File: src/rtl/dawson32_fmul.sv
// dawson32_fmul: multi-cycle IEEE-754 binary32 multiplier with stb/ack handshakes, round to nearest even.
// Define DAWSON32_FMUL_DENORM_EN for subnormal inputs/results; by default subnormals flush to signed zero.
module dawson32_fmul (
  input  logic        clk,
  input  logic        rst,
  input  logic [31:0] input_a,
  input  logic        input_a_stb,
  output logic        input_a_ack,
  input  logic [31:0] input_b,
  input  logic        input_b_stb,
  output logic        input_b_ack,
  output logic [31:0] output_z,
  output logic        output_z_stb,
  input  logic        output_z_ack,
  output logic [3:0]  state_dbg
);

  // Handshake: a word moves on a rising edge where stb and ack are both high. ack/stb are
  // registered, rise one cycle after entering GET_A/GET_B/PUT_Z and fall right after the transfer.
  typedef enum logic [3:0] {
    GET_A, GET_B, UNPACK, SPECIAL, MULTIPLY, NORMALISE, ROUND, PACK, PUT_Z
  } state_t;

  localparam logic signed [9:0] E_ZERO  = -10'sd127;
  localparam logic signed [9:0] E_INF   = 10'sd128;
  localparam logic signed [9:0] E_MIN   = -10'sd126;
  localparam logic signed [9:0] E_MAX   = 10'sd127;
  localparam logic signed [9:0] E_FLUSH = -10'sd174;

  state_t state, state_n;
  logic   a_ack_n, b_ack_n, z_stb_n;
  logic   a_xfer, b_xfer, z_xfer;

  logic [31:0]       a, b;
  logic [23:0]       a_m, b_m, z_m;
  logic signed [9:0] a_e, b_e, z_e;
  logic              a_s, b_s, z_s;
  logic [47:0]       prod;

  logic a_nan, b_nan, a_inf, b_inf, a_zero, b_zero, is_special;
  logic norm_done;
  logic guard_bit, round_bit, sticky_bit, round_up;
  logic [24:0] rounded;
  logic [7:0]  z_exp;

  assign a_xfer = (state == GET_A) && input_a_ack && input_a_stb;
  assign b_xfer = (state == GET_B) && input_b_ack && input_b_stb;
  assign z_xfer = (state == PUT_Z) && output_z_stb && output_z_ack;
  assign state_dbg = state;

  assign a_nan = (a_e == E_INF) && (a_m != 24'd0);
  assign b_nan = (b_e == E_INF) && (b_m != 24'd0);
  assign a_inf = (a_e == E_INF) && (a_m == 24'd0);
  assign b_inf = (b_e == E_INF) && (b_m == 24'd0);
`ifdef DAWSON32_FMUL_DENORM_EN
  assign a_zero = (a_e == E_ZERO) && (a_m == 24'd0);
  assign b_zero = (b_e == E_ZERO) && (b_m == 24'd0);
`else
  assign a_zero = (a_e == E_ZERO);
  assign b_zero = (b_e == E_ZERO);
`endif
  assign is_special = a_nan | b_nan | a_inf | b_inf | a_zero | b_zero;

  // Subnormal mode walks the product one bit per cycle until bit 46 leads or the exponent sits at -126.
`ifdef DAWSON32_FMUL_DENORM_EN
  logic norm_left, norm_right, norm_flush;
  assign norm_left  = !prod[46] && (z_e > E_MIN);
  assign norm_right = (z_e < E_MIN);
  assign norm_flush = (z_e <= E_FLUSH);
  assign norm_done  = !prod[47] && !norm_left && !norm_right;
`else
  assign norm_done  = 1'b1;
`endif

  assign guard_bit  = prod[22];
  assign round_bit  = prod[21];
  assign sticky_bit = |prod[20:0];
  assign round_up   = guard_bit & (round_bit | sticky_bit | prod[23]);
  assign rounded    = {1'b0, prod[46:23]} + {24'd0, round_up};
  assign z_exp      = z_m[23] ? 8'(z_e + 10'sd127) : 8'd0;

  always_comb begin
    state_n = state;
    a_ack_n = input_a_ack;
    b_ack_n = input_b_ack;
    z_stb_n = output_z_stb;
    case (state)
      GET_A: begin
        a_ack_n = 1'b1;
        if (a_xfer) begin
          a_ack_n = 1'b0;
          state_n = GET_B;
        end
      end
      GET_B: begin
        b_ack_n = 1'b1;
        if (b_xfer) begin
          b_ack_n = 1'b0;
          state_n = UNPACK;
        end
      end
      UNPACK:    state_n = SPECIAL;
      SPECIAL:   state_n = is_special ? PUT_Z : MULTIPLY;
      MULTIPLY:  state_n = NORMALISE;
      NORMALISE: if (norm_done) state_n = ROUND;
      ROUND:     state_n = PACK;
      PACK:      state_n = PUT_Z;
      PUT_Z: begin
        z_stb_n = 1'b1;
        if (z_xfer) begin
          z_stb_n = 1'b0;
          state_n = GET_A;
        end
      end
      default:   state_n = GET_A;
    endcase
  end

  always_ff @(posedge clk) begin
    if (rst) begin
      state        <= GET_A;
      input_a_ack  <= 1'b0;
      input_b_ack  <= 1'b0;
      output_z_stb <= 1'b0;
    end else begin
      state        <= state_n;
      input_a_ack  <= a_ack_n;
      input_b_ack  <= b_ack_n;
      output_z_stb <= z_stb_n;
    end
  end

  always_ff @(posedge clk) begin
    if (rst) begin
      output_z <= 32'd0;
    end else begin
      case (state)
        GET_A: if (a_xfer) a <= input_a;
        GET_B: if (b_xfer) b <= input_b;
        UNPACK: begin
          a_m <= {1'b0, a[22:0]};
          b_m <= {1'b0, b[22:0]};
          a_e <= $signed({2'b00, a[30:23]}) - 10'sd127;
          b_e <= $signed({2'b00, b[30:23]}) - 10'sd127;
          a_s <= a[31];
          b_s <= b[31];
        end
        SPECIAL: begin
          z_s <= a_s ^ b_s;
          if (a_nan || b_nan) begin
            output_z <= 32'h7FC0_0000;
          end else if (a_inf || b_inf) begin
            output_z <= (a_zero || b_zero) ? 32'h7FC0_0000 : {a_s ^ b_s, 8'hFF, 23'd0};
          end else if (a_zero || b_zero) begin
            output_z <= {a_s ^ b_s, 31'd0};
          end else begin
            // Subnormal operands keep a zero hidden bit and take the minimum exponent.
            if (a_e == E_ZERO) a_e <= E_MIN;
            else a_m[23] <= 1'b1;
            if (b_e == E_ZERO) b_e <= E_MIN;
            else b_m[23] <= 1'b1;
          end
        end
        MULTIPLY: begin
          prod <= {24'd0, a_m} * {24'd0, b_m};
          z_e  <= a_e + b_e;
        end
        NORMALISE: begin
          if (prod[47]) begin
            prod <= {1'b0, prod[47:2], prod[1] | prod[0]};
            z_e  <= z_e + 10'sd1;
          end
`ifdef DAWSON32_FMUL_DENORM_EN
          else if (norm_flush) begin
            prod <= {47'd0, |prod};
            z_e  <= E_MIN;
          end else if (norm_right) begin
            prod <= {1'b0, prod[47:2], prod[1] | prod[0]};
            z_e  <= z_e + 10'sd1;
          end else if (norm_left) begin
            prod <= {prod[46:0], 1'b0};
            z_e  <= z_e - 10'sd1;
          end
`endif
        end
        ROUND: begin
          if (rounded[24]) begin
            z_m <= rounded[24:1];
            z_e <= z_e + 10'sd1;
          end else begin
            z_m <= rounded[23:0];
          end
        end
        PACK: begin
          if (z_e > E_MAX) output_z <= {z_s, 8'hFF, 23'd0};
          else if (z_e < E_MIN) output_z <= {z_s, 31'd0};
          else output_z <= {z_s, z_exp, z_m[22:0]};
        end
        default: ;
      endcase
    end
  end

endmodule

File: config.mk
export PLATFORM = sky130hd
export DESIGN_NAME = dawson32_fmul
export DESIGN_NICKNAME = d
export VERILOG_FILES = /design/src/rtl/dawson32_fmul.sv
export SDC_FILE = /design/constraint.sdc
export NUM_CORES = 2
export LEC_CHECK = 0
export ABC_AREA = 1
export BUFFER_PORTS_ARGS = -buffer_cell sky130_fd_sc_hd__buf_2
export CAP_MARGIN = 20
export CORE_ASPECT_RATIO = 0.75
export CORE_MARGIN = 4
export CORE_UTILIZATION = 55
export CTS_CLUSTER_SIZE = 8
export DETAILED_ROUTE_END_ITERATION = 8
export PLACE_DENSITY_LB_ADDON = 0.25
export SYNTH_ARGS = -nofsm -noshare
export SYNTH_HDL_FRONTEND = slang
export SYNTH_SLANG_ARGS = --single-unit
File: constraint.sdc
create_clock -name clk -period 12.51 [get_ports clk]
set_input_delay 1.251 -clock clk [delete_from_list [all_inputs] [get_ports clk]]
set_output_delay 1.251 -clock clk [all_outputs]
set_load 0.01 [all_outputs]
======== Word-level counts from Yosys, hierarchy flattened ========
Index checks and enable logic that the tools add are counted.
operators by class
  reductions and logical operators ........ 37
  mux-type cells .......................... 42
  bitwise logic cells ..................... 11
  multiply operators ...................... 1
  $add $sub $neg .......................... 6
  order comparisons ....................... 2
  eq/ne operators ......................... 25
operator list
  kind                                                                 count
  32-bit two-way mux                                                   4
  10-bit two-way mux                                                   10
  48-bit one-hot mux with 2 select lines                               1
  32-bit one-hot mux with 2 select lines                               1
  31-bit two-way mux                                                   2
  24-bit logical NOT                                                   2
  24-bit by 24-bit multiplier with 48-bit output                       1
  24-bit nonzero test                                                  2
  47-bit two-way mux                                                   1
  10-bit one-hot mux with 2 select lines                               2
  4-bit one-hot mux with 9 select lines                                1
  10-bit one-hot mux with 3 select lines                               1
  24-bit by 1-bit adder with 25-bit output                             1
  2-bit != test (second input constant)                                12
  6-bit AND reduction                                                  4
  23-bit two-way mux                                                   1
  21-bit OR reduction                                                  1
  10-bit by 8-bit == test with 1-bit output (second input constant)    2
  10-bit by 9-bit == test with 1-bit output (second input constant)    2
  8-bit by 7-bit subtractor with 9-bit output (second input constant)  2
  4-bit by 3-bit == test with 1-bit output (second input constant)     4
  4-bit two-way mux                                                    4
  3-bit AND reduction                                                  4
  1-bit two-way mux                                                    11
  other kinds (22)                                                     48
word-level totals
  bits in registers ....................... 256
  input bits .............................. 69
  word-level logic and storage cells ...... 145
  output and inout port bits .............. 39

======== Depth between registers and ports, before layout ========
  depth in word-level cells ............... 9
  gate-level depth with buffers ........... 31

======== Worst setup path before layout ========
No wires, ideal clock.
  kind .................................... register to register
  start point ............................. reg b_m[3]
  end point ............................... reg prod[26] (data pin)
  data required time ...................... 12246 ps
  buffers on the path ..................... 2
  slack ................................... 6325 ps
  data arrival time ....................... 5921 ps
  library setup time ...................... 264 ps
  cell stages (with the launch flop) ...... 28
  cell sequence ........................... edfxtp_1 -> clkbuf_1 -> clkbuf_1 -> nand2_1 -> fa_1 -> inv_1 -> fa_1 -> inv_1 -> fa_1 -> inv_1 -> fa_1 -> inv_1 -> fa_1 -> inv_1 -> fa_1 -> inv_1 -> fa_1 -> inv_1 -> ha_1 -> nand2_1 -> inv_1 -> a21oi_1 -> nand2_1 -> nand2_1 -> nand3_1 -> or2_2 -> nand3_1 -> o21ai_0
on the way
  word-level cells in the longest chain between the ends .. 2
RTL lines
  what                                            RTL line  RTL
  start, declared                                 35        logic [23:0] a_m, b_m, z_m;
  start signal, assigned                          142       b_m <= {1'b0, b[22:0]};
  24-bit by 24-bit multiplier with 48-bit output  165       prod <= {24'd0, a_m} * {24'd0, b_m};
  48-bit one-hot mux with 2 select lines          137       case (state)
  end signal, assigned                            165
  end signal, assigned                            170       prod <= {1'b0, prod[47:2], prod[1] | prod[0]};
  end, declared                                   38        logic [47:0] prod;
Every way passes these cells.
A chain may end at the register's enable or synchronous reset.

======== Final worst setup path ========
  start point ............................. reg a_m[15]
  end point ............................... reg prod[27] (data pin)
on the way
  word-level cells in the longest chain between the ends .. 2
RTL lines
  what                                            RTL line  RTL
  start, declared                                 35
  start signal, assigned                          141       a_m <= {1'b0, a[22:0]};
  24-bit by 24-bit multiplier with 48-bit output  165
  48-bit one-hot mux with 2 select lines          137
Every way passes these cells.

==> results.cfg <==
[floorplanning]
die_h_um = 214
ios = 108
die_area_mm2 = 0.0607
initial_core_util = 0.557
core_area_mm2 = 0.0560
die_w_um = 283
fp-row-count = 75

[timing]
hold_violations = 0
fmax_mhz = 139
clock-skew-final_ns = 0.0288
setup-violations-final = 0
rsz0062_at_grt = no
fin_crit_sh = 0.576
worstMarginPinSlew_ns = 1.16
maxSlewViolCount = 0
hold_slack_ns = 0.410
fin_crit_ns = 7.20
setup_tns_ns = 0
slew_headroom = 0.227

[critical_path]
path_class = reg2reg
worstPathRequired_ns = 12.80
critPathMaxFanout = 25
critPathLaunchType = register
reg2reg_from = a_m[15]
worst_setup_path_end_kind = register
crit_arrival_ns = 7.49
cp-startpoint = a_m[15]

[logic_synthesis]
async_flop_share = 0
yosys.area.top_type = fa_1
synth_nets = 4586
ys_types = 48
synth_top_flop_cell = edfxtp_1
synth_edf_count = 215
yosys-top-cells-count = 1067 x nand2_1, 1045 x inv_1, 483 x fa_1
seq_area_frac_synth = 0.232
yosysTopAreaCellShare = 0.310
syn_inst = 3846
synth_area_mm2 = 0.0312
yosys-top-cells-area = fa_1 31%, edfxtp_1 21%, nand2_1 13%
yosys_warnings = 0
syn_area_per_cell_um2 = 8.12
synth_most_common_cell = nand2_1
ys_seq_elements = 254

[clock_tree]
cts_buffers = 37
root_buffer = clkbuf_16
clkSinkCount = 254
cts.clk_slew.worst_paths_ns = 0.06
post_cts_resized = 0
post-cts-setup-buffers = 0
clk_path_buf_depth = 3
h-tree-depth = 2
holdBufCountCts = 0
insertion_delay_ns = 0.56
tritoncts = yes

[place]
place_area_mm2 = 0.0324
gp_congestion = 0.940
io_buffer_count = 107
dpl.hpwl_mm = 61.9

[cells_and_area]
drive_gt1_frac = 0.0615
nFillCells = 4935
layout-area-overhead-vs-synth_pct = 7.14
final_nets = 4610
finish.utilization = 0.597
antennaDiodeCount = 0
final_area_mm2 = 0.0335

[route]
dr.pass1.iters = 6
vias_per_cell = 5.15
wl_per_cell_um = 17.3
via_count = 23800
drc = 0
wl_mm = 80.0
ant_nets = 0
drtIter0Drc = 2027

[grt]
grt_pass1_vias = 24700
grt_pass1_wl_mm = 133
antenna_found_initial = 0
grt_overflow = 0
grt_max_degree = 56
globalRouteTotalUtil = 0.274

[outcome]
outcome = completed

[flow_run]
maxCapViolations = 0

[min_path]
min_from = b[31]
hp-class = reg2reg
## cell usage in the layout (no fill, tap or decap), types with 16 or more instances in the layout
master,synthesis,layout
nand2_1,1067,1067
inv_1,1045,1045
fa_1,483,483
edfxtp_1,215,215
ha_1,188,188
nor2_1,184,184
buf_2,3,107
nand3_1,102,102
a21oi_1,96,96
o21ai_0,82,82
buf_4,4,43
dfxtp_1,39,39
clkbuf_16,0,37
xor2_1,26,26
nor3_1,26,24
xnor2_1,21,21
nand4_1,18,18
clkbuf_1,157,16
## routing by layer
| layer | GRT usage | part of all wire | up-vias |
|---|---|---|---|
| met4 | 0.0709 | 0.027 | 0 |
| met2 | 0.419 | 0.43 | 900 |
| met1 | 0.409 | 0.46 | 11500 |
| li1 | - | - | 11300 |
| met5 | 0 | 0 | - |
| met3 | 0.0476 | 0.086 | 124 |
## worst max-delay path, cell delays in order (launching register included)
cell and delay [ns]:
edfxtp_1 1.08, nand2_1 0.18, fa_1 0.57, fa_1 0.55
inv_1 0.05, fa_1 0.48, fa_1 0.64, fa_1 0.46
fa_1 0.49, inv_1 0.06, fa_1 0.48, inv_1 0.04
ha_1 0.36, a21oi_1 0.31, o21ai_0 0.22, a21oi_1 0.18
nand3_1 0.24, or2_2 0.35, nand3_1 0.08, o21ai_0 0.08
## stage by stage
step	instances	setup WS, ns
finish	4618	5.31
global route	4618	5.00
CTS	4615	5.32
detailed placement	4559	5.36
global placement	4559	5.42
floorplan	3846	6.32
## worst paths after layout
check / endpoint / slack [ns] / cells past startpoint
max: prod[27] / 5.31 / 19
max reg2reg: prod[27] / 5.31 / 19
min reg2reg: b_s / 0.41 / 0
min: b_s / 0.41 / 0
## registers in the layout, summed over array words and instances (netlist names), 9 cells and up
name / flops
a_m: 24
a: 32
b_m: 24
output_z: 32
b: 32
z_m: 24
a_e: 9
z_e: 10
b_e: 9
prod: 48
## logic make-up (layout without fill, tap and decap cells)
family / count (synthesis) / after routing / share of synthesized area
AO/OA/AOI/OAI: 205 / 205 / 0.0344
XOR/XNOR: 47 / 47 / 0.0132
adder cells (fa/ha/maj): 671 / 671 / 0.385
buffers and inverters: 1218 / 1259 / 0.147
flip-flops: 254 / 254 / 0.232
multiplexers: 1 / 1 / 0.000321
AND/OR/NAND/NOR: 1450 / 1450 / 0.188
## area by class of cell
type	instances	area [um^2]	area share
Multi-Input combinational cell	2374	19400	0.580
Sequential cell	254	7240	0.216
Inverter	1050	3940	0.118
Clock buffer	53	986	0.0295
Timing Repair Buffer	153	921	0.0275
Tap cell	731	915	0.0273
Clock inverter	3	37.5	0.00112
Power is left out: the tool's default activity adds up to more than one toggle a clock period on the data nets, which glitch-free logic cannot reach.
